[config.mk]
export PLATFORM = sky130hd
export DESIGN_NAME = spi_chain_master_flat
export DESIGN_NICKNAME = d
export VERILOG_FILES = /design/src/rtl/spi_chain_master_pkg.sv /design/src/rtl/spi_chain_master_if.sv /design/src/rtl/spi_chain_master_sclk_gen.sv /design/src/rtl/spi_chain_master.sv /design/src/flat_wrapper.sv
export SDC_FILE = /design/constraint.sdc
export NUM_CORES = 1
export LEC_CHECK = 0
export ABC_AREA = 1
export CAP_MARGIN = 15
export CORE_ASPECT_RATIO = 1.1
export CORE_MARGIN = 4
export CORE_UTILIZATION = 40
export DETAILED_ROUTE_END_ITERATION = 8
export GPL_TIMING_DRIVEN = 0
export RECOVER_POWER = 100
export SLEW_MARGIN = 20
export SYNTH_ARGS = -nofsm -noshare
export SYNTH_HDL_FRONTEND = slang
export SYNTH_SLANG_ARGS = --single-unit
[constraint.sdc]
create_clock -name iCLK -period 1.3 [get_ports iCLK]
set_input_delay 0.26 -clock iCLK [delete_from_list [all_inputs] [get_ports iCLK]]
set_output_delay 0.26 -clock iCLK [all_outputs]
set_load 0.005 [all_outputs]
[src/rtl/spi_chain_master_pkg.sv]
// Shared definitions for the miner daisy-chain SPI initiator: FSM encodings,
// frame geometry and the command-to-frame packing helper.
package spi_master_pkg;

  localparam logic [2:0] ST_IDLE  = 3'd0;
  localparam logic [2:0] ST_SETUP = 3'd1;
  localparam logic [2:0] ST_SHIFT = 3'd2;
  localparam logic [2:0] ST_HOLD  = 3'd3;
  localparam logic [2:0] ST_GAP   = 3'd4;

  localparam int         FRAME_BITS     = 24;
  localparam logic [6:0] BROADCAST_ADDR = 7'h7F;
  localparam logic       RW_READ        = 1'b1;

  // Reads send a zero data byte; the chain drives byte 2 back on MISO.
  function automatic logic [FRAME_BITS-1:0] build_frame(input logic       write,
                                                        input logic [6:0] addr,
                                                        input logic [7:0] reg_addr,
                                                        input logic [7:0] data);
    return {~write, addr, reg_addr, (write ? data : 8'h00)};
  endfunction

endpackage

[src/rtl/spi_chain_master_if.sv]
// Command/response handshake between the host logic and spi_chain_master.
interface spi_chain_master_if;

  logic       cmd_valid;
  logic       cmd_ready;
  logic       cmd_write;
  logic [6:0] cmd_addr;
  logic [7:0] cmd_reg;
  logic [7:0] cmd_wdata;
  logic       rsp_valid;
  logic [7:0] rsp_rdata;

  modport master (
    output cmd_valid, cmd_write, cmd_addr, cmd_reg, cmd_wdata,
    input  cmd_ready, rsp_valid, rsp_rdata
  );

  modport slave (
    input  cmd_valid, cmd_write, cmd_addr, cmd_reg, cmd_wdata,
    output cmd_ready, rsp_valid, rsp_rdata
  );

endinterface

[src/rtl/spi_chain_master_sclk_gen.sv]
// SCLK divider: CLK_DIV iCLK cycles per half-period, starting low when enabled.
module spi_sclk_gen #(
  parameter int CLK_DIV = 4
) (
  input  logic iCLK,
  input  logic RSTin,
  input  logic enable,
  output logic sclk,
  output logic rise_tick,
  output logic fall_tick
);

  localparam int DIV_W = $clog2(CLK_DIV);

  logic [DIV_W-1:0] cnt;
  logic             wrap;

  // Ticks mark the iCLK edge on which sclk changes level.
  assign wrap      = enable && (cnt == DIV_W'(CLK_DIV - 1));
  assign rise_tick = wrap && !sclk;
  assign fall_tick = wrap && sclk;

  always_ff @(posedge iCLK or negedge RSTin) begin
    if (!RSTin) begin
      cnt  <= '0;
      sclk <= 1'b0;
    end else if (!enable) begin
      cnt  <= '0;
      sclk <= 1'b0;
    end else if (wrap) begin
      cnt  <= '0;
      sclk <= ~sclk;
    end else begin
      cnt  <= cnt + DIV_W'(1);
    end
  end

endmodule

[src/rtl/spi_chain_master.sv]
// Host-side SPI mode-0 initiator for the miner chain: 24-bit frames, MSB first.
// Optional IRQ capture logic is enabled by defining SPI_MASTER_IRQ_EN.
module spi_chain_master
  import spi_master_pkg::*;
#(
  parameter int CLK_DIV  = 4,
  parameter int CS_SETUP = 2,
  parameter int CS_HOLD  = 2,
  parameter int CS_GAP   = 4
) (
  input  logic               iCLK,
  input  logic               RSTin,
  input  logic               id_enable,
  spi_chain_master_if.slave  cmd,
  output logic               SCLKout,
  output logic               SCSNout,
  output logic               MOSIout,
  input  logic               MISOin,
  output logic               IDout
`ifdef SPI_MASTER_IRQ_EN
  ,
  input  logic               IRQin,
  input  logic               irq_clear,
  output logic               irq_pending
`endif
);

  logic [2:0]            state, state_nxt;
  logic [7:0]            tmr;
  logic                  tmr_done;
  logic [4:0]            bit_cnt;
  logic [FRAME_BITS-1:0] tx_sr;
  logic [7:0]            rx_sr;
  logic                  rw_q;
  logic                  busy;
  logic                  rise_tick, fall_tick;

  spi_sclk_gen #(.CLK_DIV(CLK_DIV)) u_sclk_gen (
    .iCLK      (iCLK),
    .RSTin     (RSTin),
    .enable    (state == ST_SHIFT),
    .sclk      (SCLKout),
    .rise_tick (rise_tick),
    .fall_tick (fall_tick)
  );

  // Pins decode straight from state so an async reset idles them immediately.
  assign busy    = (state == ST_SETUP) || (state == ST_SHIFT) || (state == ST_HOLD);
  assign SCSNout = ~busy;
  assign MOSIout = busy & tx_sr[FRAME_BITS-1];

  always_comb begin
    tmr_done = 1'b0;
    case (state)
      ST_SETUP: tmr_done = (tmr == 8'(CS_SETUP - 1));
      ST_HOLD:  tmr_done = (tmr == 8'(CS_HOLD - 1));
      ST_GAP:   tmr_done = (tmr == 8'(CS_GAP - 1));
      default:  tmr_done = 1'b0;
    endcase
  end

  always_comb begin
    state_nxt = state;
    case (state)
      ST_IDLE:  if (cmd.cmd_valid && cmd.cmd_ready) state_nxt = ST_SETUP;
      ST_SETUP: if (tmr_done) state_nxt = ST_SHIFT;
      ST_SHIFT: if (fall_tick && (bit_cnt == 5'(FRAME_BITS - 1))) state_nxt = ST_HOLD;
      ST_HOLD:  if (tmr_done) state_nxt = ST_GAP;
      ST_GAP:   if (tmr_done) state_nxt = ST_IDLE;
      default:  state_nxt = ST_IDLE;
    endcase
  end

  always_ff @(posedge iCLK or negedge RSTin) begin
    if (!RSTin) begin
      state         <= ST_IDLE;
      tmr           <= '0;
      bit_cnt       <= '0;
      tx_sr         <= '0;
      rx_sr         <= '0;
      rw_q          <= 1'b0;
      cmd.cmd_ready <= 1'b0;
      cmd.rsp_valid <= 1'b0;
      cmd.rsp_rdata <= '0;
      IDout         <= 1'b0;
    end else begin
      state         <= state_nxt;
      tmr           <= (state_nxt != state) ? 8'd0 : tmr + 8'd1;
      cmd.cmd_ready <= (state_nxt == ST_IDLE);
      cmd.rsp_valid <= (state == ST_HOLD) && (state_nxt == ST_GAP);
      IDout         <= id_enable;
      case (state)
        ST_IDLE: begin
          if (cmd.cmd_valid && cmd.cmd_ready) begin
            tx_sr   <= build_frame(cmd.cmd_write, cmd.cmd_addr, cmd.cmd_reg, cmd.cmd_wdata);
            rw_q    <= ~cmd.cmd_write;
            bit_cnt <= '0;
          end
        end
        ST_SHIFT: begin
          if (rise_tick) rx_sr <= {rx_sr[6:0], MISOin};
          if (fall_tick) begin
            tx_sr <= tx_sr << 1;
            if (bit_cnt != 5'(FRAME_BITS - 1)) bit_cnt <= bit_cnt + 5'd1;
          end
        end
        // The last eight sampled bits are byte 2 of the frame.
        ST_HOLD: begin
          if (tmr_done) cmd.rsp_rdata <= (rw_q == RW_READ) ? rx_sr : 8'h00;
        end
        default: ;
      endcase
    end
  end

`ifdef SPI_MASTER_IRQ_EN
  logic [1:0] irq_sync;
  logic       irq_prev;

  // Set on a synchronized rising edge takes priority over a clear.
  always_ff @(posedge iCLK or negedge RSTin) begin
    if (!RSTin) begin
      irq_sync    <= '0;
      irq_prev    <= 1'b0;
      irq_pending <= 1'b0;
    end else begin
      irq_sync <= {irq_sync[0], IRQin};
      irq_prev <= irq_sync[1];
      if (irq_sync[1] && !irq_prev) irq_pending <= 1'b1;
      else if (irq_clear)          irq_pending <= 1'b0;
    end
  end
`endif

endmodule
[src/flat_wrapper.sv]
// flat-port wrapper written by rule: the top's interface ports become plain ports
module spi_chain_master_flat import spi_master_pkg::*;
#(
  parameter int CLK_DIV  = 4,
  parameter int CS_SETUP = 2,
  parameter int CS_HOLD  = 2,
  parameter int CS_GAP   = 4
)
  (iCLK, RSTin, id_enable, SCLKout, SCSNout, MOSIout, MISOin, IDout, cmd_cmd_valid, cmd_cmd_write, cmd_cmd_addr, cmd_cmd_reg, cmd_cmd_wdata, cmd_cmd_ready, cmd_rsp_valid, cmd_rsp_rdata);
  spi_chain_master_if cmd_i ();
  input  logic iCLK;
  input  logic RSTin;
  input  logic id_enable;
  output logic SCLKout;
  output logic SCSNout;
  output logic MOSIout;
  input  logic MISOin;
  output logic IDout;
  input wire logic [$bits(cmd_i.cmd_valid)-1:0] cmd_cmd_valid;
  input wire logic [$bits(cmd_i.cmd_write)-1:0] cmd_cmd_write;
  input wire logic [$bits(cmd_i.cmd_addr)-1:0] cmd_cmd_addr;
  input wire logic [$bits(cmd_i.cmd_reg)-1:0] cmd_cmd_reg;
  input wire logic [$bits(cmd_i.cmd_wdata)-1:0] cmd_cmd_wdata;
  output wire logic [$bits(cmd_i.cmd_ready)-1:0] cmd_cmd_ready;
  output wire logic [$bits(cmd_i.rsp_valid)-1:0] cmd_rsp_valid;
  output wire logic [$bits(cmd_i.rsp_rdata)-1:0] cmd_rsp_rdata;
  assign cmd_i.cmd_valid = cmd_cmd_valid;
  assign cmd_i.cmd_write = cmd_cmd_write;
  assign cmd_i.cmd_addr = cmd_cmd_addr;
  assign cmd_i.cmd_reg = cmd_cmd_reg;
  assign cmd_i.cmd_wdata = cmd_cmd_wdata;
  assign cmd_cmd_ready = cmd_i.cmd_ready;
  assign cmd_rsp_valid = cmd_i.rsp_valid;
  assign cmd_rsp_rdata = cmd_i.rsp_rdata;
  spi_chain_master #(.CLK_DIV(CLK_DIV), .CS_SETUP(CS_SETUP), .CS_HOLD(CS_HOLD), .CS_GAP(CS_GAP)) u_core (.iCLK(iCLK), .RSTin(RSTin), .id_enable(id_enable), .cmd(cmd_i), .SCLKout(SCLKout), .SCSNout(SCSNout), .MOSIout(MOSIout), .MISOin(MISOin), .IDout(IDout));
endmodule
Yosys cells after proc, flatten, opt, wreduce, memory -nomap -nowiden
Cells that the tools add are included.
W data, S select, Z words.
{ "word_totals": {"reg_bits": 63, "input_bits": 29, "wordCells": 73} }
{ "classes": {"addsub": 3, "n_eq_ne": 15, "mux": 21, "bitwise_logic": 4, "n_reduce_logical": 18} }
{ "ops": {"columns": ["operator", "n"], "rows": [
  ["$mux W24", 2],
  ["$pmux W24 S2", 1],
  ["$mux W8", 3],
  ["$mux W3", 5],
  ["$mux W5", 3],
  ["$pmux W3 S5", 1],
  ["$pmux W5 S2", 1],
  ["$add A8 B1 Y8 const B", 1],
  ["$eq A8 B1 Y1 const B", 1],
  ["$eq A8 B2 Y1 const B", 1],
  ["$ne A2 B1 Y1 const B", 4],
  ["$eq A3 B2 Y1 const B", 2],
  ["$eq A3 B3 Y1 const B", 2],
  ["$logic_and A1 B1 Y1", 6],
  ["$logic_not A3 Y1", 2],
  ["$reduce_and A2 Y1", 3],
  ["$add A5 B1 Y5 const B", 1],
  ["$eq A5 B5 Y1 const B", 1],
  ["$ne A5 B5 Y1 const B", 1],
  ["$mux W2", 2],
  ["$reduce_and A4 Y1", 1],
  ["$eq A3 B1 Y1 const B", 1],
  ["$ne A3 B3 Y1", 1],
  ["$not A1 Y1", 3],
  ["10 further kinds", 12]
]} }

Longest topological paths before layout
{ "depth": {"word_depth": 8, "ltp_mapped": 10, "mapped_depth_nobuf": 9} }

Modules after synthesis
From an unflattened synthesis, not the netlist that was laid out.
{ "unflattened": {"hier_cells": 324, "area_unflattened_um2": 3096.7} }
{ "modules_own_cells": {"columns": ["module", "n_inst", "cells_per_inst", "area_per_inst_um2"], "rows": [
  ["spi_chain_master", 1, 308, 2961.6],
  ["spi_sclk_gen", 1, 16, 135.1]
]} }

Least setup slack after synthesis
Ideal clock, no wire load.
{ "synth_timing": {"path_kind": "register -> register", "start": "register u_core.tmr[2]", "end": "register u_core.cmd.rsp_rdata[5]", "setup_ns": 0.117, "arrival_ns": 1.265, "required_time_ns": 1.183, "setup_slack_ns": -0.082, "stages_incl_launch_ff": 10, "synth_period_minus_slack_ns": 1.382, "path_cell_list": "dfrtp_1 nor2_1 nand2_1 nor2_1 nand2_4 inv_4 nand3_4 buf_6 nand2_1 o21ai_2"} }
{ "synth_between": {"elab_chain_len": 3, "elab_cells_between_ends": 4, "classes_between": "2 x eq/ne; 1 x mux; 1 x reduce/logical"} }
{ "synth_rtl": {"columns": ["item", "line_no", "text"], "rows": [
  ["start: declaration", "spi_chain_master.sv:29", "logic [7:0] tmr;"],
  ["start signal: assignment", "spi_chain_master.sv:88", "tmr <= (state_nxt != state) ? 8'd0 : tmr + 8'd1;"],
  ["$eq A8 B2 Y1 / $eq A8 B1 Y1 (equally long branches)", "spi_chain_master.sv:57, spi_chain_master.sv:55, spi_chain_master.sv:56", null],
  ["$pmux W1 S2 *", "spi_chain_master.sv:54", "case (state)"],
  ["$reduce_and A2 Y1 (no source line) *", null, null],
  ["end signal: assignment", "spi_chain_master.sv:109", "if (tmr_done) cmd.rsp_rdata <= (rw_q == RW_READ) ? rx_sr : 8'h00;"],
  ["end: declaration", "spi_chain_master_if.sv:20", "output cmd_ready, rsp_valid, rsp_rdata"]
]} }
Every way passes the cells marked *; elsewhere a longest branch is shown, timed or not.
A chain may end at the register's enable or synchronous reset.

Worst setup path in the final report
{ "layout_timing": {"start": "register u_core.state[0]", "end": "register u_core.tmr[6]"} }
{ "layout_between": {"elab_chain_len": 8, "elab_cells_between_ends": 18, "classes_between": "5 x eq/ne; 8 x mux; 5 x reduce/logical"} }
{ "layout_rtl": {"columns": ["item", "line_no", "text"], "rows": [
  ["start: declaration", "spi_chain_master.sv:28", "logic [2:0] state, state_nxt;"],
  ["start signal: assignment", "spi_chain_master.sv:87", "state <= state_nxt;"],
  ["branches (longest 6 deep; another with $pmux W3 S5)", null, null],
  ["$ne A3 B3 Y1 *", "spi_chain_master.sv:88", null],
  ["$mux W8 *", "spi_chain_master.sv:88", null]
]} }
Mark *: on every way between the ends.

==> results.toml <==
[outcome]
outcome = "finished with violations"
violations = "negative setup slack"

[place]
dp_cells = 456
placed_area_um2 = 3500
portBuffers = 42
gp_congestion = 0.790
hpwl_um = 4190
place_ws_ns = -0.372

[setup_path]
start_kind = "flip-flop"
required_ns = 1.53
worstRegToRegCells = 7
cpPeakStageDelay_ns = 0.44
r2r-start = "u_core.state[0]"
critical_path_class = "flip-flop to flip-flop"
cp-end-kind = "flip-flop"
regToRegSetupSlack_ns = -0.25
cp_top_family = "simple AND/OR/NAND/NOR gates"
arrival_ns = 1.78
reg2reg_to = "u_core.tmr[6]"
slowest_stage = "dfrtp_2"
crit_buf_inv = 1
crit_chain = "buf_6, nor2_4, nand4_1, o21bai_2, o21ai_2, nand2_4, nor2_1"
worst-path-max-fanout = 8

[pwr]
static-leakage-power_nw = 1.94
power.density_nw_per_um2 = 1010
p_switching_mw = 0.838
power_frac_comb_pct = 3.6
p_int_mw = 3.24
pwr-share-seq_pct = 48.6
finalPower_mw = 4.08
p_clk_share_pct = 47.9
peakVddDrop_uv = 684
sw_frac_of_total_pct = 20.6

[logic_synthesis]
ys_types = 30
ys_seq_area_share_pct = 53.8
syn-num-nets = 360
synth_top_cell_by_area = "dfrtp_1"
avgSynthCellArea_um2 = 8.93
ys_warn_count = 0
syn_inst = 328
synth_area_leaders = "dfrtp_1 54%, nand2_1 9.6%, nor2_1 5.4%, inv_1 3.5%, o21ai_1 3.1%"
synthDominantCellAreaShare_pct = 53.8
synth_seq_cells = 63
synth_area_um2 = 2930

[cts]
cts_buffers = 9
cts_sinks = 63
clk_path_buf_depth = 2
clk_pin_slew_ns = 0.07
cts_tree = "yes"
clockRootBuffer = "clkbuf_8"
htree_levels = 3
insertion_delay_ns = 0.34

[hold_path]
min_path_type = "flip-flop to flip-flop"
worstHoldStart = "u_core.u_sclk_gen.cnt[0]"
hold_end = "u_core.u_sclk_gen.cnt[0]"
min_path_cells = 1

[final_layout]
fin_area_um2 = 4030
n_fill_cell = 679
fin_cells = 496
fin_nets = 438
diodes = 0
drive_gt1_share_pct = 26.8
final_core_util_pct = 56.9
area_delta_synth_final_pct = 37.6

[floorplan]
core_um2 = 7090
die_h_um = 97.8
num_rows = 32
die_width_um = 89.6
boundaryPins = 43
die_area_um2 = 8760
initial_core_util_pct = 41.3

[timing]
setup_tns_ns = -10.74
finalMaxSlewViolations = 0
min_period_ns = 1.55
max_slew_margin_pct = 48.1
worst_clock_skew_ns = 0.00871
rsz0062_at_grt = "true"
finalCritPeriodShare_pct = 119
hold_ws_ns = 0.435
fmax_ghz = 0.645
hold_violations = 0
setup_ws_ns = -0.250
worst_pin_slew_ns = 0.778
setup_viol = 59

[detailed_routing]
wire_per_inst_um = 12.8
antenna_left = 0
drt_first_iter_violations = 60
vias_per_cell = 4.90
dr.pass1.iters = 4
vias = 2432
routed_wl_um = 6340
drc = 0

[grt]
grt_pass1_wl_um = 10600
grt_start_max_net_pins = 35
grt_usage_pct = 15.3
antenna_found_initial = 0
grt_pass1_vias = 2389
gr-total-overflow = 0

[job]
maxCapViolations = 0
[layout make-up]
cell class                 instances  area [µm²]  area share [%]
sequential                        63        1580            39.2
tap                               85         106            2.64
multi-input combinational        220        1260            31.2
buffer                            12         101            2.51
clock buffer                      11         151            3.76
timing repair buffer              67         618            15.3
clock inverter                     5        80.1            1.99
inverter                          33         136            3.38
[sequential cells by signal (all words and copies together), names as in the netlist, 2 cells and up]
name / cells
u_core.bit_cnt: 5
u_core.cmd.rsp_rdata: 8
u_core.rx_sr: 8
u_core.state: 3
u_core.tmr: 8
u_core.tx_sr: 24
u_core.u_sclk_gen.cnt: 2
[cells in the final DEF, fill, tap and decap left out, drive strengths merged, types with 3 or more instances in the layout]
cell and instances:
nand2 82, dfrtp 63, nor2 47, buf 37
inv 33, o21ai 32, clkdlybuf4s50 26, nand3 15
a31oi 13, clkbuf 13, dlygate4sd2 12, a22oi 7
xor2 6, a21oi 5, nand4 3, ha 3
[cell usage after synthesis, drive strengths merged]
master and instances:
nor3 1, xor2 6, o211ai 2, dfrtp 63, a31oi 13, nor2 47, a21oi 5, buf 12
nand4 3, or2 1, o21bai 1, o21ai 32, xnor2 2, inv 33, nand2 82, a22oi 7
ha 3, nand3 15
[per-layer routing]
metal | vias up | GRT usage, % | part of all wire (%)
li1 | 1217 | - | -
met2 | 44 | 25.5 | 51
met1 | 1157 | 19.1 | 43
met4 | 0 | 5.15 | 2.2
met5 | - | 0 | 0
met3 | 14 | 3.88 | 3.8
[worst max-delay path by stage]
| stage | from | endpoint | slack [ns] | depth (start not counted) |
|---|---|---|---|---|
| 2_1_floorplan | u_core.state[0] | u_core.cmd.rsp_rdata[5] | -0.03 | 9 |
| 5_1_grt | u_core.state[2] | u_core.bit_cnt[0] | -0.31 | 10 |
| 3_3_place_gp | RSTin | u_core.state[0] | -2.38 | 1 |
| 6_report | u_core.state[0] | u_core.tmr[6] | -0.25 | 7 |
| 3_5_place_dp | u_core.state[1] | MOSIout | -0.37 | 5 |
| 4_1_cts | u_core.state[1] | u_core.bit_cnt[4] | -0.21 | 10 |
[power groups by stage]
stage	registers (mW)	logic, mW	clock network, mW
after floorplan	2.02	0.0105	0
after global placement	2.02	0.142	0
after detailed placement	2.02	0.149	0
after CTS	1.98	0.151	1.98
after global routing	1.98	0.164	2.07
final	1.98	0.146	1.95
[repair_timing]
item / 4_1_cts / 5_1_grt
cloned: 0 / 0
resized for setup: 41 / 22
setup buffers: 17 / 6
endpoints found under the hold margin: 29 / 0
setup endpoints to repair: 71 / 64
hold buffers: 1 / 0
pin swaps: 5 / 10
[worst register-to-register path, cell delays in order, from the launching register on]
cell,delay (ns)
dfrtp_2,0.44
buf_6,0.14
nor2_4,0.13
nand4_1,0.20
o21bai_2,0.25
o21ai_2,0.09
nand2_4,0.13
nor2_1,0.06
[cell families (layout without fill, tap and decap cells)]
logic type	after synthesis	after routing	share of synthesized area [%]
flip-flops	63	63	53.8
AND/OR/NAND/NOR	149	149	22.5
AO/OA/AOI/OAI	60	60	12.8
XOR/XNOR	8	8	2.39
adder cells (fa/ha/maj)	3	3	1.28
buffers and inverters	45	128	7.18
(Power assumes the default switching activity.)
